[config.mk]
export PLATFORM = sky130hd
export DESIGN_NAME = multicycle_ctrl_flat
export DESIGN_NICKNAME = d
export VERILOG_FILES = /design/src/rtl/mips_ctrl_pkg.sv /design/src/rtl/multicycle_ctrl_if.sv /design/src/rtl/multicycle_ctrl_alu_decoder.sv /design/src/rtl/multicycle_ctrl.sv /design/src/flat_wrapper.sv
export SDC_FILE = /design/constraint.sdc
export NUM_CORES = 1
export LEC_CHECK = 0
export CORE_MARGIN = 5
export CORE_UTILIZATION = 53
export CTS_BUF_LIST = sky130_fd_sc_hd__clkbuf_4
export CTS_CLUSTER_DIAMETER = 150
export DETAILED_ROUTE_END_ITERATION = 6
export PLACE_DENSITY = 0.91
export RECOVER_POWER = 25
export SYNTH_ARGS = -nofsm -noshare
export SYNTH_HDL_FRONTEND = slang
export SYNTH_HIERARCHICAL = 1
export SYNTH_SLANG_ARGS = --single-unit
[constraint.sdc]
create_clock -name clk -period 2.8 [get_ports clk]
set_input_delay 0.56 -clock clk [delete_from_list [all_inputs] [get_ports clk]]
set_output_delay 0.56 -clock clk [all_outputs]
set_load 0.02 [all_outputs]
[src/rtl/mips_ctrl_pkg.sv]
// Shared opcode/funct encodings, datapath select codes and controller states
// for the multi-cycle MIPS control unit.
package mips_ctrl_pkg;

    localparam logic [5:0] OP_RTYPE = 6'b000000;
    localparam logic [5:0] OP_LW    = 6'b100011;
    localparam logic [5:0] OP_SW    = 6'b101011;
    localparam logic [5:0] OP_BEQ   = 6'b000100;
    localparam logic [5:0] OP_ADDI  = 6'b001000;
    localparam logic [5:0] OP_ORI   = 6'b001101;
    localparam logic [5:0] OP_J     = 6'b000010;

    localparam logic [5:0] FN_ADD = 6'b100000;
    localparam logic [5:0] FN_SUB = 6'b100010;
    localparam logic [5:0] FN_AND = 6'b100100;
    localparam logic [5:0] FN_OR  = 6'b100101;
    localparam logic [5:0] FN_SLT = 6'b101010;

    localparam logic [2:0] ALU_ADD = 3'b010;
    localparam logic [2:0] ALU_SUB = 3'b110;
    localparam logic [2:0] ALU_AND = 3'b000;
    localparam logic [2:0] ALU_OR  = 3'b001;
    localparam logic [2:0] ALU_SLT = 3'b111;

    localparam logic [1:0] PC_SEQ = 2'd0;
    localparam logic [1:0] PC_BR  = 2'd1;
    localparam logic [1:0] PC_JMP = 2'd2;

    typedef enum logic [3:0] {
        S_RST,
        S_FETCH,
        S_DECODE,
        S_EXEC,
        S_RWB,
        S_MEMADR,
        S_MEMRD,
        S_MEMWB,
        S_MEMWR,
        S_BRANCH,
        S_JUMP
    } state_e;

endpackage

[src/rtl/multicycle_ctrl_if.sv]
// Single shared instruction/data memory port handshake.
// The controller is the master; the memory answers with mem_ack.
interface multicycle_ctrl_if;
    logic mem_req;
    logic mem_we;
    logic mem_ack;

    modport master (
        output mem_req,
        output mem_we,
        input  mem_ack
    );

    modport slave (
        input  mem_req,
        input  mem_we,
        output mem_ack
    );
endinterface

[src/rtl/multicycle_ctrl_alu_decoder.sv]
// R-type funct to ALU control decode, with a flag for supported functs.
module alu_decoder
    import mips_ctrl_pkg::*;
(
    input  logic [5:0] funct_i,
    output logic [2:0] alu_ctrl_o,
    output logic       funct_valid_o
);

    always_comb begin
        alu_ctrl_o    = ALU_ADD;
        funct_valid_o = 1'b1;
        case (funct_i)
            FN_ADD:  alu_ctrl_o = ALU_ADD;
            FN_SUB:  alu_ctrl_o = ALU_SUB;
            FN_AND:  alu_ctrl_o = ALU_AND;
            FN_OR:   alu_ctrl_o = ALU_OR;
            FN_SLT:  alu_ctrl_o = ALU_SLT;
            default: funct_valid_o = 1'b0;
        endcase
    end

endmodule

[src/rtl/multicycle_ctrl.sv]
// Multi-cycle MIPS controller: sequences the shared datapath per state
// and counts retired instructions.
module multicycle_ctrl
    import mips_ctrl_pkg::*;
#(
    parameter int CNT_W = 32
) (
    input  logic             clk,
    input  logic             rst_n,
    input  logic [5:0]       opcode,
    input  logic [5:0]       funct,
    input  logic             zero,
    multicycle_ctrl_if.master mem,
    output logic             ir_we,
    output logic             pc_we,
    output logic [1:0]       pc_src,
    output logic             RegDst,
    output logic             ALUsrc,
    output logic             MemtoReg,
    output logic             reg_we,
    output logic             ext_op,
    output logic [2:0]       alu_ctrl,
    output logic             illegal_op,
    output logic [CNT_W-1:0] instr_retired
);

    state_e           state_q, state_d;
    logic [CNT_W-1:0] cnt_q;
    logic             retire;
    logic             req, we;
    logic [2:0]       fn_alu;
    logic             fn_ok;

    logic is_r, is_lw, is_sw, is_beq, is_addi, is_ori, is_j;

    assign is_r    = (opcode == OP_RTYPE);
    assign is_lw   = (opcode == OP_LW);
    assign is_sw   = (opcode == OP_SW);
    assign is_beq  = (opcode == OP_BEQ);
    assign is_addi = (opcode == OP_ADDI);
    assign is_ori  = (opcode == OP_ORI);
    assign is_j    = (opcode == OP_J);

    alu_decoder u_alu_dec (
        .funct_i      (funct),
        .alu_ctrl_o   (fn_alu),
        .funct_valid_o(fn_ok)
    );

    always_ff @(posedge clk or negedge rst_n) begin
        if (!rst_n) state_q <= S_RST;
        else        state_q <= state_d;
    end

    always_comb begin
        state_d    = state_q;
        req        = 1'b0;
        we         = 1'b0;
        ir_we      = 1'b0;
        pc_we      = 1'b0;
        pc_src     = PC_SEQ;
        RegDst     = 1'b0;
        ALUsrc     = 1'b0;
        MemtoReg   = 1'b0;
        reg_we     = 1'b0;
        ext_op     = 1'b0;
        alu_ctrl   = ALU_ADD;
        illegal_op = 1'b0;
        retire     = 1'b0;
        case (state_q)
            S_RST: state_d = S_FETCH;
            S_FETCH: begin
                req = 1'b1;
                if (mem.mem_ack) begin
                    ir_we   = 1'b1;
                    pc_we   = 1'b1;
                    state_d = S_DECODE;
                end
            end
            S_DECODE: begin
                unique case (1'b1)
                    is_r && fn_ok,
                    is_addi,
                    is_ori:          state_d = S_EXEC;
                    is_lw || is_sw:  state_d = S_MEMADR;
                    is_beq:          state_d = S_BRANCH;
                    is_j:            state_d = S_JUMP;
                    default: begin
                        illegal_op = 1'b1;
                        state_d    = S_FETCH;
                    end
                endcase
            end
            S_EXEC: begin
                if (is_r) begin
                    alu_ctrl = fn_alu;
                end else if (is_addi) begin
                    ALUsrc = 1'b1;
                    ext_op = 1'b1;
                end else begin
                    ALUsrc   = 1'b1;
                    alu_ctrl = ALU_OR;
                end
                state_d = S_RWB;
            end
            S_RWB: begin
                reg_we  = 1'b1;
                RegDst  = is_r;
                retire  = 1'b1;
                state_d = S_FETCH;
            end
            S_MEMADR: begin
                ALUsrc  = 1'b1;
                ext_op  = 1'b1;
                state_d = is_sw ? S_MEMWR : S_MEMRD;
            end
            S_MEMRD: begin
                req = 1'b1;
                if (mem.mem_ack) state_d = S_MEMWB;
            end
            S_MEMWB: begin
                reg_we   = 1'b1;
                MemtoReg = 1'b1;
                retire   = 1'b1;
                state_d  = S_FETCH;
            end
            S_MEMWR: begin
                req = 1'b1;
                we  = 1'b1;
                if (mem.mem_ack) begin
                    retire  = 1'b1;
                    state_d = S_FETCH;
                end
            end
            S_BRANCH: begin
                alu_ctrl = ALU_SUB;
                pc_we    = zero;
                pc_src   = PC_BR;
                retire   = 1'b1;
                state_d  = S_FETCH;
            end
            S_JUMP: begin
                pc_we   = 1'b1;
                pc_src  = PC_JMP;
                retire  = 1'b1;
                state_d = S_FETCH;
            end
            default: state_d = S_RST;
        endcase
    end

    assign mem.mem_req = req;
    assign mem.mem_we  = we;

    // Counter wraps naturally at all-ones.
    always_ff @(posedge clk or negedge rst_n) begin
        if (!rst_n)      cnt_q <= '0;
        else if (retire) cnt_q <= cnt_q + CNT_W'(1);
    end

    assign instr_retired = cnt_q;

endmodule

[src/flat_wrapper.sv]
// flat-port wrapper written by rule: the top's interface ports become plain ports
module multicycle_ctrl_flat import mips_ctrl_pkg::*;
#(
    parameter int CNT_W = 32
)
  (clk, rst_n, opcode, funct, zero, ir_we, pc_we, pc_src, RegDst, ALUsrc, MemtoReg, reg_we, ext_op, alu_ctrl, illegal_op, instr_retired, mem_mem_req, mem_mem_we, mem_mem_ack);
  multicycle_ctrl_if mem_i ();
  input  logic clk;
  input  logic rst_n;
  input  logic [5:0] opcode;
  input  logic [5:0] funct;
  input  logic zero;
  output logic ir_we;
  output logic pc_we;
  output logic [1:0] pc_src;
  output logic RegDst;
  output logic ALUsrc;
  output logic MemtoReg;
  output logic reg_we;
  output logic ext_op;
  output logic [2:0] alu_ctrl;
  output logic illegal_op;
  output logic [CNT_W-1:0] instr_retired;
  output wire logic [$bits(mem_i.mem_req)-1:0] mem_mem_req;
  output wire logic [$bits(mem_i.mem_we)-1:0] mem_mem_we;
  input wire logic [$bits(mem_i.mem_ack)-1:0] mem_mem_ack;
  assign mem_mem_req = mem_i.mem_req;
  assign mem_mem_we = mem_i.mem_we;
  assign mem_i.mem_ack = mem_mem_ack;
  multicycle_ctrl #(.CNT_W(CNT_W)) u_core (.clk(clk), .rst_n(rst_n), .opcode(opcode), .funct(funct), .zero(zero), .mem(mem_i), .ir_we(ir_we), .pc_we(pc_we), .pc_src(pc_src), .RegDst(RegDst), .ALUsrc(ALUsrc), .MemtoReg(MemtoReg), .reg_we(reg_we), .ext_op(ext_op), .alu_ctrl(alu_ctrl), .illegal_op(illegal_op), .instr_retired(instr_retired));
endmodule
==> flow_summary.yaml <==
run_status:
  status: "finished clean"
placed_design:
  place.gp.congestion: 1.004
  place_area_sq_um: 2970
  numPortBuffers: 62
  dp_hpwl_mm: 4.620
route:
  first_pass_iters: 4
  drcViolationCount: 0
  drt-wirelength-per-cell_um: 16.09
  vias: 2079
  ant_nets: 0
  viasPerCell: 5.727
  drt-total-wl_mm: 5.840
  drt-initial-drc-count: 92
worst_setup_path:
  r2r-start: "u_core/state_q[2]"
  critPathBufInv: 2
  ff2ff_setup_slack_ns: 0.60
  crit_type: "primary input to output pin"
  cp-end-kind: "output pin"
  arrival_ns: 2.13
  cp-start-kind: "primary input"
  worstSetupStartpoint: "funct[0]"
  cp_cell_sequence: "clkdlybuf4s50_1, nor2b_1, nor3_2, o21ai_0, a21oi_1, a2111oi_2, buf_2"
  crit_family: "buffers and inverters"
  cpPeakStageDelay_ns: 0.48
  crit_cells: 7
  path_max_fanout: 2
  critPathSlowestCell: "clkdlybuf4s50_1"
  r2r_cells: 6
  worstPathRequired_ns: 2.24
power_and_ir_drop:
  ir_drop_v: 0.0006523
  power_frac_seq_pct: 39.0
  swShare_pct: 42.10
  p_clk_share_pct: 15.1
  p_sw_uw: 761.1
  power.density_nw_per_um2: 596.5
  p_leak_uw: 0.001312
  internal_power_uw: 1047
  power_frac_comb_pct: 45.9
die:
  die_h_um: 74.09
  io_pins: 63
  start_util_pct: 54.43
  die_w_um: 74.09
  row_count: 23
  coreArea_sq_um: 4000
  dieArea_sq_um: 5489
logic_synthesis:
  synthFlopType: "dfrtp_1"
  ys_seq_area_share_pct: 41.38
  synthCells: 232
  synth-async-reset-ratio_pct: 100.0
  ys_seq_elements: 36
  avgSynthCellArea_sq_um: 9.384
  synth.distinct_cells: 46
  syn_area_sq_um: 2177
  yosysWarnings: 6
  syn_nets: 249
  synth_edf_count: 0
clocking:
  cts_tree: "yes"
  clkLatencyLatePin_ns: 0.33
  postCtsSetupRepairBufs: 0
  htreeDepth: 2
  numCtsBuffers: 5
  clock_path_buffers: 2
  hold_buffers: 0
  path_clk_slew_ns: 0.11
  cts_root_buf: "clkbuf_4"
  clkSinkCount: 36
global_route:
  antenna_found_initial: 0
  grt_first_pass_wirelength_mm: 9.515
  grt_start_max_net_pins: 37
  grt_usage_pct: 22.27
  grt_pass1_vias: 1970
  grt_overflow: 0
worst_hold_path:
  hp-class: "flip-flop to flip-flop"
  hold_depth: 1
  hp-start: "u_core/instr_retired[21]"
layout:
  final_area_sq_um: 3030
  layout_commonest_cell: "clkdlybuf4s50_1"
  layout.nets: 329
  fill_cells: 289
  area_delta_synth_final_pct: 39.20
  drive_gt1_share_pct: 20.13
  final_cell_mix: "54 x clkdlybuf4s50_1, 34 x dfrtp_1, 20 x nand2_1, 20 x nor2_1, 20 x buf_4"
  antenna_cells: 0
sta:
  min_period_over_period_pct: 95.96
  relSlewSlack_pct: 40.55
  hold_viol_final: 0
  maxSlewViolCount: 0
  finalCriticalPeriod_ns: 2.687
  setup_violations: 0
  fin_tns_setup_ns: 0
  clock_skew_ns: 0.009588
  worst_slew_pin_slew_ns: 0.8917
  timing.fmax_mhz: 372.2
  rsz0062_at_grt: "no"
job:
  cap_viol_max_count: 0
==> cell type report <==
cell class / instances / area [sq um] / share of cell area (%)
Clock inverter: 3 / 18.77 / 0.6193
Tap cell: 50 / 62.56 / 2.064
Multi-Input combinational cell: 178 / 1234 / 40.71
Inverter: 8 / 30.03 / 0.9909
Sequential cell: 36 / 903.4 / 29.81
Clock buffer: 5 / 37.54 / 1.239
Timing Repair Buffer: 83 / 744.5 / 24.57
==> flip-flops by register name, indices dropped and copies added, names as in the netlist <==
| register | cells |
|---|---|
| u_core/state_q | 4 |
| u_core/instr_retired | 32 |
==> metrics by stage <==
stage	worst slack [ns]	utilization, %	power, uW	hold WS, ns	instances
2_1_floorplan	0.1039	-	1169	0.2644	232
3_3_place_gp	-0.3038	74.26	1516	0.4627	355
3_5_place_dp	-0.3538	74.26	1543	0.4857	355
4_1_cts	0.006653	75.70	1806	0.5013	363
5_1_grt	0.02097	75.76	1911	0.5223	363
6_report	0.1131	75.76	1808	0.4996	363
==> Yosys cell counts, types with 2 or more instances <==
cell type / n / share of area, %
a211oi_1: 2 / 0.69
a21boi_0: 2 / 0.69
a21oi_1: 6 / 1.4
and3_1: 3 / 0.86
and4_1: 2 / 0.80
buf_2: 2 / 0.46
clkbuf_1: 6 / 1.0
dfrtp_1: 36 / 41
inv_1: 7 / 1.2
mux2_1: 2 / 1.0
nand2_1: 20 / 3.4
nand2b_1: 5 / 1.4
nand2b_4: 2 / 1.3
nand3_1: 10 / 2.3
nand3b_1: 2 / 0.69
nand4_1: 9 / 2.6
nand4bb_1: 2 / 1.0
nor2_1: 21 / 3.6
nor2b_1: 5 / 1.4
nor3_1: 10 / 2.3
nor3_2: 5 / 2.3
nor4_1: 4 / 1.1
nor4_2: 4 / 2.3
nor4b_1: 3 / 1.2
o21ai_0: 8 / 1.8
or2_2: 3 / 0.86
or4_1: 2 / 0.69
xnor2_1: 15 / 6.0
xor2_1: 17 / 6.8
==> kinds of logic (layout without fill, tap and decap cells) <==
group / Yosys count / in the layout / synth area share, %
AND/OR/NAND/NOR: 115 / 115 / 31.55
multiplexers: 3 / 3 / 1.494
adder cells (fa/ha/maj): 1 / 1 / 0.5746
buffers and inverters: 18 / 99 / 3.563
flip-flops: 36 / 36 / 41.38
XOR/XNOR: 32 / 32 / 12.87
AO/OA/AOI/OAI: 27 / 27 / 8.563
==> layer usage <==
| metal | wire length [um] | global-route usage, % | part of all wire (%) | up-vias |
|---|---|---|---|---|
| met5 | 0 | 0 | 0 | - |
| met4 | 64 | 5.835 | 1.1 | 0 |
| met3 | 311 | 3.919 | 5.3 | 10 |
| met2 | 3117 | 38.88 | 53 | 77 |
| met1 | 2347 | 28.52 | 40 | 1004 |
| li1 | - | - | - | 988 |
==> worst paths after layout <==
kind | to
setup reg to reg | u_core/instr_retired[25]
hold reg to reg | u_core/instr_retired[21]
max in group asynchronous | u_core/state_q[2]
min in group asynchronous | u_core/instr_retired[7]
hold / removal | u_core/instr_retired[21]
setup / recovery | illegal_op
==> power by group through the flow <==
| stage | Combinational, uW | Clock, uW | Sequential (uW) |
|---|---|---|---|
| floorplan | 470 | 0 | 699 |
| global placement | 814 | 0 | 702 |
| detailed placement | 837 | 0 | 706 |
| CTS | 824 | 283 | 698 |
| global route | 891 | 302 | 718 |
| finish | 829 | 273 | 705 |
==> timing repair <==
action	CTS	global route
pin swaps	0	1
gates resized for setup	11	23
endpoints found under the setup margin	8	8
No activity file was read; power rests on OpenSTA's default activity.
